### src/rtl/special_mem_sequencer.sv
// Sequencer for the special MEM-stage ops (LWi / SWi / Add): each op is a
// read-then-read or read-then-write pair on the data port, followed by a one-cycle done pulse.
module special_mem_sequencer (
    input  logic        clk,
    input  logic        rest,
    input  logic        start,
    input  logic [1:0]  op,
    input  logic [31:0] addr,
    input  logic [31:0] wdata,
    input  logic [31:0] mem_rdata,
    input  logic        mem_ready,
    output logic [31:0] mem_addr,
    output logic [31:0] mem_wdata,
    output logic        mem_read,
    output logic        mem_write,
    output logic        LWi,
    output logic        SWi,
    output logic        Add,
    output logic [31:0] result,
    output logic        done
);
    localparam logic [1:0] OP_ADD  = 2'd0;
    localparam logic [1:0] OP_SW   = 2'd1;
    localparam logic [1:0] OP_LW   = 2'd2;
    localparam logic [1:0] OP_NONE = 2'd3;

    typedef enum logic [2:0] {
        IDLE = 3'd0,
        RD1  = 3'd1,
        RD2  = 3'd2,
        WR   = 3'd3,
        DONE = 3'd4
    } state_t;

    state_t      state_q, state_d;
    logic [1:0]  op_q, op_d;
    logic [31:0] addr_q, addr_d;
    logic [31:0] wd_q, wd_d;
    logic [31:0] ptr_q, ptr_d;
    logic [31:0] sum_q, sum_d;
    logic [31:0] result_q, result_d;
    logic        in_seq;

    always_ff @(posedge clk or posedge rest) begin
        if (rest) begin
            state_q  <= IDLE;
            op_q     <= 2'd0;
            addr_q   <= 32'd0;
            wd_q     <= 32'd0;
            ptr_q    <= 32'd0;
            sum_q    <= 32'd0;
            result_q <= 32'd0;
        end else begin
            state_q  <= state_d;
            op_q     <= op_d;
            addr_q   <= addr_d;
            wd_q     <= wd_d;
            ptr_q    <= ptr_d;
            sum_q    <= sum_d;
            result_q <= result_d;
        end
    end

    always_comb begin
        state_d   = state_q;
        op_d      = op_q;
        addr_d    = addr_q;
        wd_d      = wd_q;
        ptr_d     = ptr_q;
        sum_d     = sum_q;
        result_d  = result_q;
        mem_addr  = 32'd0;
        mem_wdata = 32'd0;
        mem_read  = 1'b0;
        mem_write = 1'b0;
        done      = 1'b0;
        case (state_q)
            IDLE: begin
                if (start && op != OP_NONE) begin
                    op_d    = op;
                    addr_d  = addr;
                    wd_d    = wdata;
                    state_d = RD1;
                end
            end
            RD1: begin
                mem_read = 1'b1;
                mem_addr = addr_q;
                if (mem_ready) begin
                    if (op_q == OP_ADD) begin
                        sum_d   = mem_rdata + wd_q;
                        state_d = WR;
                    end else begin
                        ptr_d   = mem_rdata;
                        state_d = (op_q == OP_LW) ? RD2 : WR;
                    end
                end
            end
            RD2: begin
                mem_read = 1'b1;
                mem_addr = ptr_q;
                if (mem_ready) begin
                    result_d = mem_rdata;
                    state_d  = DONE;
                end
            end
            WR: begin
                // SWi stores the operand through the pointer; Add writes the sum back in place.
                mem_write = 1'b1;
                mem_addr  = (op_q == OP_SW) ? ptr_q : addr_q;
                mem_wdata = (op_q == OP_SW) ? wd_q : sum_q;
                if (mem_ready) begin
                    if (op_q == OP_ADD) result_d = sum_q;
                    state_d = DONE;
                end
            end
            DONE: begin
                done    = 1'b1;
                state_d = IDLE;
            end
            default: state_d = IDLE;
        endcase
    end

    assign in_seq = (state_q == RD1) || (state_q == RD2) || (state_q == WR);
    assign LWi    = in_seq && (op_q == OP_LW);
    assign SWi    = in_seq && (op_q == OP_SW);
    assign Add    = in_seq && (op_q == OP_ADD);
    assign result = result_q;
endmodule
### config.mk
export PLATFORM = sky130hd
export DESIGN_NAME = special_mem_sequencer
export DESIGN_NICKNAME = d
export VERILOG_FILES = /design/src/rtl/special_mem_sequencer.sv
export SDC_FILE = /design/constraint.sdc
export NUM_CORES = 1
export LEC_CHECK = 0
export BUFFER_PORTS_ARGS = -buffer_cell sky130_fd_sc_hd__buf_2
export CORE_MARGIN = 2
export CORE_UTILIZATION = 55
export CTS_CLUSTER_SIZE = 25
export DETAILED_ROUTE_END_ITERATION = 10
export GPL_TIMING_DRIVEN = 0
export PLACE_DENSITY = 0.81
export SYNTH_ARGS = -nofsm -noshare
export SYNTH_HDL_FRONTEND = slang
export SYNTH_SLANG_ARGS = --single-unit
### constraint.sdc
create_clock -name clk -period 10.8 [get_ports clk]
set_clock_uncertainty 0.1 [all_clocks]
set_input_delay 1.08 -clock clk [delete_from_list [all_inputs] [get_ports clk]]
set_output_delay 1.08 -clock clk [all_outputs]
set_load 0.05 [all_outputs]
==> summary.txt, run 1 <==
STA
-----------------------------------------------------------------------------------------
Highest clock rate .........................................................      250 MHz
Max-slew violation count ...................................................            0
Final period util ..........................................................        37.1%
Total count of hold-check failures in the final report .....................            0
Minimum clock period after layout ..........................................      4.00 ns
Unrepaired setup endpoints after global routing ............................        false
Normalized max-slew margin .................................................        38.7%
Worst Tran Pin Value .......................................................     0.911 ns
Count of endpoints failing setup in the final report .......................            0
Summed negative setup slack over all endpoints .............................         0 ns

POWER AND IR DROP
-----------------------------------------------------------------------------------------
Peak VDD IR ................................................................       239 uV
Share of power burned in the clock network .................................        16.1%
Internal power consumption .................................................      2.02 mW
Register share of total power ..............................................        28.4%
Leakage dissipation ........................................................      5.17 nW
Pwr/cell area ..............................................................  367 mW/mm^2
Combinational Power Share ..................................................        55.5%
Switching component of the power ...........................................      1.95 mW
Tot Pwr ....................................................................      3.97 mW
Proportion of total power due to net switching .............................        49.0%

HOLD PATH
-----------------------------------------------------------------------------------------
Min-Delay Path Class .......................................................   reg -> reg

CLOCK NETWORK
-----------------------------------------------------------------------------------------
CTS Hold Bufs ..............................................................            0
CTS tree ...................................................................         done
Number of levels the H-tree was split into .................................            4
Post-cts gate resize count .................................................            0
Source-to-sink clock delay at the later pin of the worst-skew pair .........      0.43 ns
Setup bufs post-CTS ........................................................            0
Clk sinks ..................................................................          165
Longest Clk Path Bufs ......................................................            2
Root buf cell .............................................................. sky130_fd_sc_hd__clkbuf_16
Number of clock buffers inserted by TritonCTS ..............................           17
Clk slew on worst S/H paths ................................................      0.07 ns

WORST SETUP PATH
-----------------------------------------------------------------------------------------
Critical path arrival ......................................................      2.82 ns
Critical path capture point type ...........................................  output port
Critical Setup Path Class ..................................................   reg -> out
Critical Path Stages .......................................................            6
Launching element of the worst setup path ..................................      op_q[0]
CP peak stage delay ........................................................      0.61 ns
R2R Path Start .............................................................      wd_q[0]
Data required time of the worst path .......................................      9.62 ns
CP max stage cell .......................................................... sky130_fd_sc_hd__a211oi_1
Top fanout value on the critical path ......................................           10
CP delay by family, top .................................................... buffers and inverters
End point of the critical path ............................................. mem_addr[27]
Path depth of the worst reg2reg path .......................................            9
Startpoint class of the critical path ......................................    flip-flop
Register-to-Register Setup Slack ...........................................      7.79 ns
Critical path's most frequent cell ......................................... sky130_fd_sc_hd__clkbuf_1
Chain of cells forming the critical path ................................... nor2b_1, clkbuf_1, a211oi_1, clkbuf_1, a22o_1, buf_2
Reg2Reg Capture Point ......................................................    sum_q[20]
Worst path buffer plus inverter count ......................................            3

GRT
-----------------------------------------------------------------------------------------
Initial antenna violation count ............................................            0
Grt total ovfl .............................................................            0
Global-route wire length before repair .....................................      40.8 mm
Maximum number of pins on one net before global-route repair ...............          102
Gr usage total .............................................................        30.0%
Number of global-route vias before repair ..................................        7,700

SYNTH
-----------------------------------------------------------------------------------------
Netlist area before placement .............................................. 0.00889 mm^2
Top cell type by total area after synthesis ................................ sky130_fd_sc_hd__dfrtp_1
Flip-flop and latch count after synthesis ..................................          165
Number of unique standard cell types used by synthesis .....................           63
Dominant combinational cell family by area after synthesis ................. compound AO/OA/AOI/OAI gates
Post-synth EDFFs ...........................................................            0
Synthesized-area fraction occupied by and/or/nand/nor cells ................        11.7%
Synthesis Warnings .........................................................            0
Total nets after synthesis .................................................        1,017
Dominant register cell in the synthesized netlist .......................... sky130_fd_sc_hd__dfrtp_1
Synthesized instance count .................................................          883
Multiplexer share of the synthesized area ..................................        12.8%
Compound-cell area share of the yosys netlist ..............................        19.4%
Proportion of register bits with asynchronous set or reset after synthesis .         100%
Synthesized-area fraction occupied by xor and xnor cells ...................        2.27%
Area fraction of the dominant cell type after synthesis ....................        46.4%
Adder and majority cell fraction of the synthesized area ...................        4.59%
Most common cell in the synthesized netlist ................................ sky130_fd_sc_hd__dfrtp_1
Mean Syn Cell Area .........................................................    10.1 um^2
Top cells by area, synth ................................................... sky130_fd_sc_hd__dfrtp_1 46%, sky130_fd_sc_hd__mux2_2 12%, sky130_fd_sc_hd__nand2_1 6.4%
Seq/Total Area, Yosys ......................................................        46.4%
Ranking of synthesized cells by instance count ............................. 165 x sky130_fd_sc_hd__dfrtp_1, 152 x sky130_fd_sc_hd__nand2_1, 92 x sky130_fd_sc_hd__mux2_2

ROUTING
-----------------------------------------------------------------------------------------
Mean routed wirelength per cell ............................................      19.3 um
Number of detailed-routing iterations run before antenna repair ............            5
Avg Vias per Cell ..........................................................         5.93
Wire length after detailed routing .........................................      25.7 mm
Via count ..................................................................        7,913
Detail Route Antenna Nets ..................................................            0
Detailed Route Iter0 Violations ............................................          648
Drc violations .............................................................            0

PLACE
-----------------------------------------------------------------------------------------
DPL Wire Length ............................................................      19.2 mm
Last weighted congestion value of the routability-driven placer ............        0.986
Quantity of I/O buffers inserted on ports ..................................          203
Cell count after placement .................................................        1,303

LAYOUT
-----------------------------------------------------------------------------------------
Relative area change from synthesis to final layout ........................        21.8%
Fraction of layout cells with a size suffix above 1 ........................        31.6%
# diodes ...................................................................            0
Non-filler instance count after layout .....................................        1,335
Final net count ............................................................        1,240

FLOORPLAN
-----------------------------------------------------------------------------------------
Total Die Area .............................................................  0.0172 mm^2
Initial standard-cell utilization of the core ..............................        56.2%
Vertical die dimension .....................................................       131 um
Floorplan die width ........................................................       131 um
Core area ..................................................................  0.0158 mm^2
Count of boundary I/O pins .................................................          204
Number of standard-cell rows in the floorplan ..............................           46

STATUS
-----------------------------------------------------------------------------------------
Run status .................................................................    completed

JOB
-----------------------------------------------------------------------------------------
Count of maximum capacitance violations ....................................            0

## routing by layer
layer	track usage, %	wire (um)	vias to the layer above
met5	0	0	-
met2	48.2	12200	379
met4	13.1	895	0
li1	-	-	3644
met1	39.6	10800	3838
met3	6.21	1910	52
## area by class of cell
class                      instances  area, um^2
multi-input combinational        652        4500
fill                            1267        4990
buffer                            55         219
sequential                       165        4130
clock buffer                      17         425
timing repair buffer             204        1040
tap                              216         270
clock inverter                    15         194
inverter                          11        48.8
## power groups by stage
stage / combinational [mW] / clock (mW) / sequential (mW)
final: 2.20 / 0.641 / 1.13
after global routing: 2.36 / 0.675 / 1.16
after CTS: 2.19 / 0.647 / 1.12
after detailed placement: 2.18 / 0 / 1.13
after global placement: 2.14 / 0 / 1.12
after floorplan: 1.56 / 0 / 1.23
## stage by stage
stage          hold slack [ns]  instance area (um^2)  util [%]  setup WS [ns]
3_5_place_dp             0.365                 10200      64.5           6.99
2_1_floorplan            0.359                  8890         -           5.16
3_3_place_gp             0.357                 10200      64.3           3.32
6_report                 0.374                 10800      68.5           6.80
5_1_grt                  0.411                 10800      68.5           6.53
4_1_cts                  0.379                 10800      68.5           6.73
## sequential cells by signal (all words and copies together) (netlist names)
name,count
addr_q,32
ptr_q,32
result,32
sum_q,32
wd_q,32
state_q,3
op_q,2
## logic make-up (layout without fill, tap and decap cells)
logic type	after synthesis	after routing
flops	165	165
simple gates	238	238
xor+xnor	23	23
buf+inv	66	302
fa+ha+maj	32	32
mux	101	101
compound gates	258	258
## worst min-delay path, delay by kind of cell (launching register included)
family	cells	cell delay, ns
AOI/OAI and AO/OA	1	0.06
DFF	1	0.34
and+or+nand+nor	1	0.04
## cell usage in the layout (no fill, tap or decap), drive strengths merged, types with 13 or more instances in the layout
cell    count
buf       219
dfrtp     165
nand2     152
mux2       99
o21ai      77
a21oi      65
clkbuf     57
o22ai      33
a22o       32
ha         31
nor2       24
inv        16
xnor2      13
nor3       13
## worst min path at each step
stage / depth (start not counted) / to / slack, ns / start
2_1_floorplan: 1 / ptr_q[13] / 0.36 / ptr_q[13]
3_3_place_gp: 2 / result[6] / 0.36 / result[6]
3_5_place_dp: 2 / result[4] / 0.36 / result[4]
4_1_cts: 2 / result[4] / 0.38 / result[4]
6_report: 2 / result[4] / 0.37 / result[4]
5_1_grt: 2 / result[5] / 0.41 / result[5]
Note: power is estimated with default switching activity, not from simulation.
==> run 2, diff against run 1 <==
==> constraint.sdc (replaced) <==
create_clock -name clk -period 3.9 [get_ports clk]
set_clock_uncertainty 0.1 [all_clocks]
set_input_delay 0.39 -clock clk [delete_from_list [all_inputs] [get_ports clk]]
set_output_delay 0.39 -clock clk [all_outputs]
set_load 0.05 [all_outputs]
==> summary.txt, run 2 (same netlist as run 1, synthesis figures left out) <==
WORST SETUP PATH
---------------------------------------------------------------------------------
R2R Path Start .....................................................      wd_q[0]   unchanged
CP max stage cell .................................................. sky130_fd_sc_hd__a211oi_1   unchanged
End point of the critical path ..................................... mem_addr[27]   unchanged
CP delay by family, top ............................................ buffers and inverters   unchanged
Startpoint class of the critical path ..............................    flip-flop   unchanged
Reg2Reg Capture Point ..............................................    sum_q[20]   unchanged
Path depth of the worst reg2reg path ...............................            9   unchanged
Top fanout value on the critical path ..............................           10   unchanged
Critical path's most frequent cell ................................. sky130_fd_sc_hd__clkbuf_1   unchanged
Critical path arrival ..............................................      2.93 ns   was 2.82 ns
Critical Path Stages ...............................................            6   unchanged
Chain of cells forming the critical path ........................... nor2b_1, clkbuf_1, a211oi_1, clkbuf_1, a22o_1, buf_2   unchanged
CP peak stage delay ................................................      0.69 ns   was 0.61 ns
Register-to-Register Setup Slack ...................................      0.81 ns   was 7.79 ns
Data required time of the worst path ...............................      3.41 ns   was 9.62 ns
Launching element of the worst setup path ..........................      op_q[0]   unchanged
Critical Setup Path Class ..........................................   reg -> out   unchanged
Worst path buffer plus inverter count ..............................            3   unchanged
Critical path capture point type ...................................  output port   unchanged

GRT
---------------------------------------------------------------------------------
Grt total ovfl .....................................................            0   unchanged
Maximum number of pins on one net before global-route repair .......           43   was 102
Number of global-route vias before repair ..........................        7,985   was 7,700
Gr usage total .....................................................        30.4%   was 30.0%
Initial antenna violation count ....................................            0   unchanged
Global-route wire length before repair .............................      41.5 mm   was 40.8 mm

CLOCK NETWORK
---------------------------------------------------------------------------------
Post-cts gate resize count .........................................            0   unchanged
CTS tree ...........................................................         done   unchanged
Number of levels the H-tree was split into .........................            4   unchanged
Longest Clk Path Bufs ..............................................            2   unchanged
Clk slew on worst S/H paths ........................................      0.07 ns   about the same
Root buf cell ...................................................... sky130_fd_sc_hd__clkbuf_16   unchanged
Source-to-sink clock delay at the later pin of the worst-skew pair .      0.44 ns   was 0.43 ns
Setup bufs post-CTS ................................................            0   unchanged
Clk sinks ..........................................................          165   unchanged
CTS Hold Bufs ......................................................            1   was 0
Number of clock buffers inserted by TritonCTS ......................           17   unchanged

LAYOUT
---------------------------------------------------------------------------------
Final net count ....................................................        1,244   was 1,240
FILL cells .........................................................        1,233   was 1,267
Leading cell type in the layout, fill and taps excluded ............ sky130_fd_sc_hd__buf_2   unchanged
Register area ...................................................... 0.00413 mm^2   unchanged
Multi-input gate area in the final layout .......................... 0.00450 mm^2   unchanged
Relative area change from synthesis to final layout ................        22.3%   was 21.8%
Post-layout utilization of the core ................................        68.7%   was 68.5%
# diodes ...........................................................            0   unchanged
Commonest cells after routing, fill and taps aside ................. 212 x sky130_fd_sc_hd__buf_2, 165 x sky130_fd_sc_hd__dfrtp_1, 152 x sky130_fd_sc_hd__nand2_1   unchanged
Fraction of layout cells with a size suffix above 1 ................        31.8%   was 31.6%

ROUTING
---------------------------------------------------------------------------------
Mean routed wirelength per cell ....................................      19.6 um   was 19.3 um
Avg Vias per Cell ..................................................         5.94   was 5.93
Number of detailed-routing iterations run before antenna repair ....            5   unchanged
Drc violations .....................................................            0   unchanged
Via count ..........................................................        7,949   was 7,913
Detail Route Antenna Nets ..........................................            0   unchanged
Detailed Route Iter0 Violations ....................................          591   was 648
Wire length after detailed routing .................................      26.2 mm   was 25.7 mm

FLOORPLAN
---------------------------------------------------------------------------------
Number of standard-cell rows in the floorplan ......................           46   unchanged
Total Die Area .....................................................  0.0172 mm^2   unchanged
Core area ..........................................................  0.0158 mm^2   unchanged
Count of boundary I/O pins .........................................          204   unchanged
Initial standard-cell utilization of the core ......................        56.2%   unchanged
Vertical die dimension .............................................       131 um   unchanged
Floorplan die width ................................................       131 um   unchanged

STATUS
---------------------------------------------------------------------------------
Run status .........................................................    completed   unchanged

STA
---------------------------------------------------------------------------------
Worst Tran Pin Value ...............................................      1.03 ns   was 0.911 ns
Summed negative setup slack over all endpoints .....................         0 ns   unchanged
Highest clock rate .................................................      293 MHz
Count of endpoints failing setup in the final report ...............            0   unchanged
Normalized max-slew margin .........................................        30.9%   was 38.7%
Minimum clock period after layout ..................................      3.42 ns
Max-slew violation count ...........................................            0   unchanged
Final period util ..................................................        87.6%
Total count of hold-check failures in the final report .............            0   unchanged
Tightest hold margin ...............................................    0.0778 ns   was 0.374 ns
Unrepaired setup endpoints after global routing ....................        false   unchanged

HOLD PATH
---------------------------------------------------------------------------------
Origin of the worst min-delay path .................................     addr[18]   was result[4]
Min-Delay Path Class ...............................................    in -> reg   was reg -> reg

PLACE
---------------------------------------------------------------------------------
Quantity of I/O buffers inserted on ports ..........................          203   unchanged
Last weighted congestion value of the routability-driven placer ....        0.961   was 0.986
DPL Wire Length ....................................................      19.8 mm   was 19.2 mm

POWER AND IR DROP
---------------------------------------------------------------------------------
Peak VDD IR ........................................................       662 uV   was 239 uV
Pwr/cell area ...................................................... 1010 mW/mm^2   was 367 mW/mm^2
Leakage dissipation ................................................      5.17 nW   about the same

JOB
---------------------------------------------------------------------------------
Count of maximum capacitance violations ............................            0   unchanged

## run 2: changes by cell type in the layout (fill, tap and decap cells not counted), sizes merged
cell,previous run,this run
inv,16,17
dlygate4sd3,0,1
clkinvlp,0,4
bufinv,3,2
buf,219,222
clkinv,7,2
clkbuf,57,58
## run 2: through the flow
| step | setup WS, ns | power (mW) | instances | area [um^2] |
|---|---|---|---|---|
| 3_5_place_dp | 0.762 | 9.18 | 1306 | 10300 |
| 3_3_place_gp | 0.258 | 9.04 | 1302 | 10200 |
| 5_1_grt | 0.369 | 11.6 | 1339 | 10900 |
| 6_report | 0.483 | 11.0 | 1339 | 10900 |
| 4_1_cts | 0.520 | 11.0 | 1339 | 10900 |
| 2_1_floorplan | 1.17 | 7.73 | 883 | 8900 |
## run 2: layer usage
metal  part of all wire, %  GRT usage [%]  wire length [um]
met5                     0              0                 0
met4                   4.7           14.7              1240
met3                   6.7           5.44              1760
met2                    47           49.9             12300
met1                    42           39.1             10900
## run 2: how the worst min path moves through the flow
stage                       to  cells after the start
CTS                 addr_q[18]                      2
detailed placement   result[5]                      2
finish              addr_q[18]                      2
global placement     result[6]                      2
global route        addr_q[31]                      2
floorplan            ptr_q[13]                      1
## run 2: cell type report
type,instances,share of cell area [%]
tap,216,2.49
multi-input combinational,652,41.4
sequential,165,38.0
buffer,55,2.01
inverter,11,0.414
clock buffer,18,4.04
timing repair buffer,208,10.2
clock inverter,14,1.50
## run 2: worst reg2reg max path, stage by stage (launching register included)
cell                       delay (ns)
sky130_fd_sc_hd__dfrtp_1         0.40
sky130_fd_sc_hd__ha_1            0.23
sky130_fd_sc_hd__fa_1            0.44
sky130_fd_sc_hd__a211o_1         0.35
sky130_fd_sc_hd__a211o_4         0.36
sky130_fd_sc_hd__a41oi_4         0.33
sky130_fd_sc_hd__o21ai_1         0.19
sky130_fd_sc_hd__o221ai_2        0.21
sky130_fd_sc_hd__xor2_1          0.23
sky130_fd_sc_hd__o21ai_1         0.11
## run 2: power by group
group | leakage [nW] | switching [mW] | internal (mW) | total (mW)
Sequential | 2.01 | 0.576 | 2.54 | 3.11
Combinational | 2.87 | 4.08 | 2.05 | 6.13
Clock | 0.288 | 0.759 | 0.979 | 1.74
==> run 3, diff against run 2 <==
--- a/config.mk
+++ b/config.mk
@@ -8,6 +8,7 @@
 export BUFFER_PORTS_ARGS = -buffer_cell sky130_fd_sc_hd__buf_2
 export CORE_MARGIN = 2
 export CORE_UTILIZATION = 55
+export CTS_BUF_LIST = sky130_fd_sc_hd__clkbuf_8
 export CTS_CLUSTER_SIZE = 25
 export DETAILED_ROUTE_END_ITERATION = 10
 export GPL_TIMING_DRIVEN = 0
==> constraint.sdc (replaced) <==
create_clock -name clk -period 3.64 [get_ports clk]
set_clock_uncertainty 0.1 [all_clocks]
set_input_delay 0.364 -clock clk [delete_from_list [all_inputs] [get_ports clk]]
set_output_delay 0.364 -clock clk [all_outputs]
set_load 0.05 [all_outputs]
==> summary.txt, run 3 (same netlist as run 1, synthesis figures left out) <==
STATUS
---------------------------------------------------------------------------------
Run status .........................................................    completed   unchanged

STA
---------------------------------------------------------------------------------
Highest clock rate .................................................      296 MHz
Normalized max-slew margin .........................................        30.1%   was 30.9%
Worst Tran Pin Value ...............................................      1.04 ns   was 1.03 ns
Total count of hold-check failures in the final report .............            0   unchanged
Unrepaired setup endpoints after global routing ....................        false   unchanged
Final period util ..................................................        92.9%
Count of endpoints failing setup in the final report ...............            0   unchanged
Max-slew violation count ...........................................            0   unchanged
Summed negative setup slack over all endpoints .....................         0 ns   unchanged
Minimum clock period after layout ..................................      3.38 ns

FLOORPLAN
---------------------------------------------------------------------------------
Count of boundary I/O pins .........................................          204   unchanged
Total Die Area .....................................................  0.0172 mm^2   unchanged
Core area ..........................................................  0.0158 mm^2   unchanged
Vertical die dimension .............................................       131 um   unchanged
Initial standard-cell utilization of the core ......................        56.2%   unchanged
Floorplan die width ................................................       131 um   unchanged
Number of standard-cell rows in the floorplan ......................           46   unchanged

LAYOUT
---------------------------------------------------------------------------------
Final net count ....................................................        1,244   unchanged
Post-route cell area ...............................................  0.0107 mm^2   was 0.0109 mm^2
Fraction of layout cells with a size suffix above 1 ................        31.8%   unchanged
FILL cells .........................................................        1,278   was 1,233
Relative area change from synthesis to final layout ................        20.2%   was 22.3%
Commonest cells after routing, fill and taps aside ................. 212 x sky130_fd_sc_hd__buf_2, 165 x sky130_fd_sc_hd__dfrtp_1, 152 x sky130_fd_sc_hd__nand2_1   unchanged
Leading cell type in the layout, fill and taps excluded ............ sky130_fd_sc_hd__buf_2   unchanged

PLACE
---------------------------------------------------------------------------------
Placement-stage cell area ..........................................  0.0103 mm^2   unchanged
Quantity of I/O buffers inserted on ports ..........................          203   unchanged
Last weighted congestion value of the routability-driven placer ....        0.961   unchanged
DPL Wire Length ....................................................      19.8 mm   unchanged

CLOCK NETWORK
---------------------------------------------------------------------------------
Root buf cell ...................................................... sky130_fd_sc_hd__clkbuf_8   was sky130_fd_sc_hd__clkbuf_16
CTS tree ...........................................................         done   unchanged
Clk sinks ..........................................................          165   unchanged
Longest Clk Path Bufs ..............................................            2   unchanged
Source-to-sink clock delay at the later pin of the worst-skew pair .      0.47 ns   was 0.44 ns
Number of clock buffers inserted by TritonCTS ......................           17   unchanged
Number of levels the H-tree was split into .........................            4   unchanged
Setup bufs post-CTS ................................................            0   unchanged
Clk slew on worst S/H paths ........................................      0.09 ns   was 0.07 ns

HOLD PATH
---------------------------------------------------------------------------------
Worst hold path cell count .........................................            2   unchanged
Worst min-delay path endpoint ......................................   addr_q[18]   unchanged
Origin of the worst min-delay path .................................     addr[18]   unchanged
Min-Delay Path Class ...............................................    in -> reg   unchanged

ROUTING
---------------------------------------------------------------------------------
Via count ..........................................................        7,888   was 7,949
Avg Vias per Cell ..................................................         5.89   was 5.94
Detailed Route Iter0 Violations ....................................          612   was 591
Wire length after detailed routing .................................      25.9 mm   was 26.2 mm
Mean routed wirelength per cell ....................................      19.3 um   was 19.6 um
Detail Route Antenna Nets ..........................................            0   unchanged
Number of detailed-routing iterations run before antenna repair ....            6   was 5
Drc violations .....................................................            0   unchanged

POWER AND IR DROP
---------------------------------------------------------------------------------
Register share of total power ......................................        29.5%   was 28.3%
Peak VDD IR ........................................................       743 uV   was 662 uV
Switching component of the power ...................................      5.72 mW   was 5.42 mW
Share of power burned in the clock network .........................        12.3%   was 15.8%
Combinational Power Share ..........................................        58.2%   was 55.8%
Pwr/cell area ...................................................... 1060 mW/mm^2   was 1010 mW/mm^2
Proportion of total power due to net switching .....................        50.7%   was 49.3%
Internal power consumption .........................................      5.55 mW   was 5.56 mW
Leakage dissipation ................................................      5.09 nW   was 5.17 nW

GRT
---------------------------------------------------------------------------------
Initial antenna violation count ....................................            1   was 0
Number of global-route vias before repair ..........................        7,923   was 7,985
Maximum number of pins on one net before global-route repair .......           43   unchanged
Gr usage total .....................................................        30.2%   was 30.4%
Global-route wire length before repair .............................      41.2 mm   was 41.5 mm
Grt total ovfl .....................................................            0   unchanged

WORST SETUP PATH
---------------------------------------------------------------------------------
Top fanout value on the critical path ..............................           10   unchanged
Critical path capture point type ...................................  output port   unchanged
Reg2Reg Capture Point ..............................................    sum_q[20]   unchanged
Startpoint class of the critical path ..............................    flip-flop   unchanged
Critical path arrival ..............................................      2.92 ns   was 2.93 ns
Path depth of the worst reg2reg path ...............................            9   unchanged
Critical Setup Path Class ..........................................   reg -> out   unchanged
R2R Path Start .....................................................      wd_q[0]   unchanged
Register-to-Register Setup Slack ...................................      0.59 ns   was 0.81 ns
Data required time of the worst path ...............................      3.18 ns   was 3.41 ns

JOB
---------------------------------------------------------------------------------
Count of maximum capacitance violations ............................            0   unchanged

run 3: cell count changes in the layout (fill, tap and decap cells not counted), sizes merged:
| cell | delta |
|---|---|
| diode | +1 |
run 3: cell type report:
type	count	area (um^2)	area share [%]
Clock buffer	18	248	2.32
Timing Repair Buffer	208	1110	10.4
Inverter	11	45.0	0.421
Tap cell	216	270	2.53
Multi-Input combinational cell	652	4500	42.1
Clock inverter	14	163	1.52
Antenna cell	1	2.50	0.0234
Buffer	55	219	2.05
Sequential cell	165	4130	38.6
run 3: how the worst max path moves through the flow:
stage                 start           end  slack (ns)  depth (start not counted)
6_report            op_q[0]  mem_addr[27]        0.26                          6
5_1_grt             op_q[0]  mem_addr[27]        0.07                          6
3_3_place_gp           rest    addr_q[26]        0.02                          2
2_1_floorplan       wd_q[0]     sum_q[22]        0.94                          9
3_5_place_dp   mem_rdata[0]     sum_q[20]        0.53                         10
4_1_cts             op_q[0]  mem_addr[27]        0.24                          6
run 3: critical path, cell delays in order, from the launching register on:
cell,delay [ns]
sky130_fd_sc_hd__dfrtp_1,0.44
sky130_fd_sc_hd__nor2b_1,0.15
sky130_fd_sc_hd__clkbuf_1,0.20
sky130_fd_sc_hd__a211oi_1,0.65
sky130_fd_sc_hd__clkbuf_1,0.49
sky130_fd_sc_hd__a22o_1,0.24
sky130_fd_sc_hd__buf_2,0.27
run 3: per-layer routing:
layer | vias to the layer above | track usage [%] | part of all wire (%)
met2 | 359 | 50.0 | 47
met1 | 3814 | 38.8 | 41
li1 | 3648 | - | -
met4 | 0 | 13.0 | 4.0
met5 | - | 0 | 0
met3 | 67 | 6.17 | 7.3
run 3: timing repair:
item                                   4_1_cts  5_1_grt
hold buffers                                 1        0
gates resized for setup                      0        0
endpoints found under the hold margin       26        0
run 3: per-stage QoR:
step                      instances  power, mW  utilization (%)  setup WS, ns  hold WS [ns]
after floorplan                 883       8.28                -         0.936         0.359
after global placement         1302       9.68             64.3        0.0238         0.356
after detailed placement       1306       9.84             64.8         0.528         0.366
after CTS                      1339       11.2             67.5         0.243       0.00707
after global routing           1340       11.9             67.5        0.0701       0.00114
final                          1340       11.3             67.5         0.257        0.0187
run 3: power by group through the flow:
stage	registers [mW]	logic (mW)	clock network, mW
6_report	3.33	6.56	1.39
5_1_grt	3.42	7.04	1.48
4_1_cts	3.31	6.53	1.40
3_5_place_dp	3.34	6.50	0
3_3_place_gp	3.30	6.38	0
2_1_floorplan	3.66	4.62	0
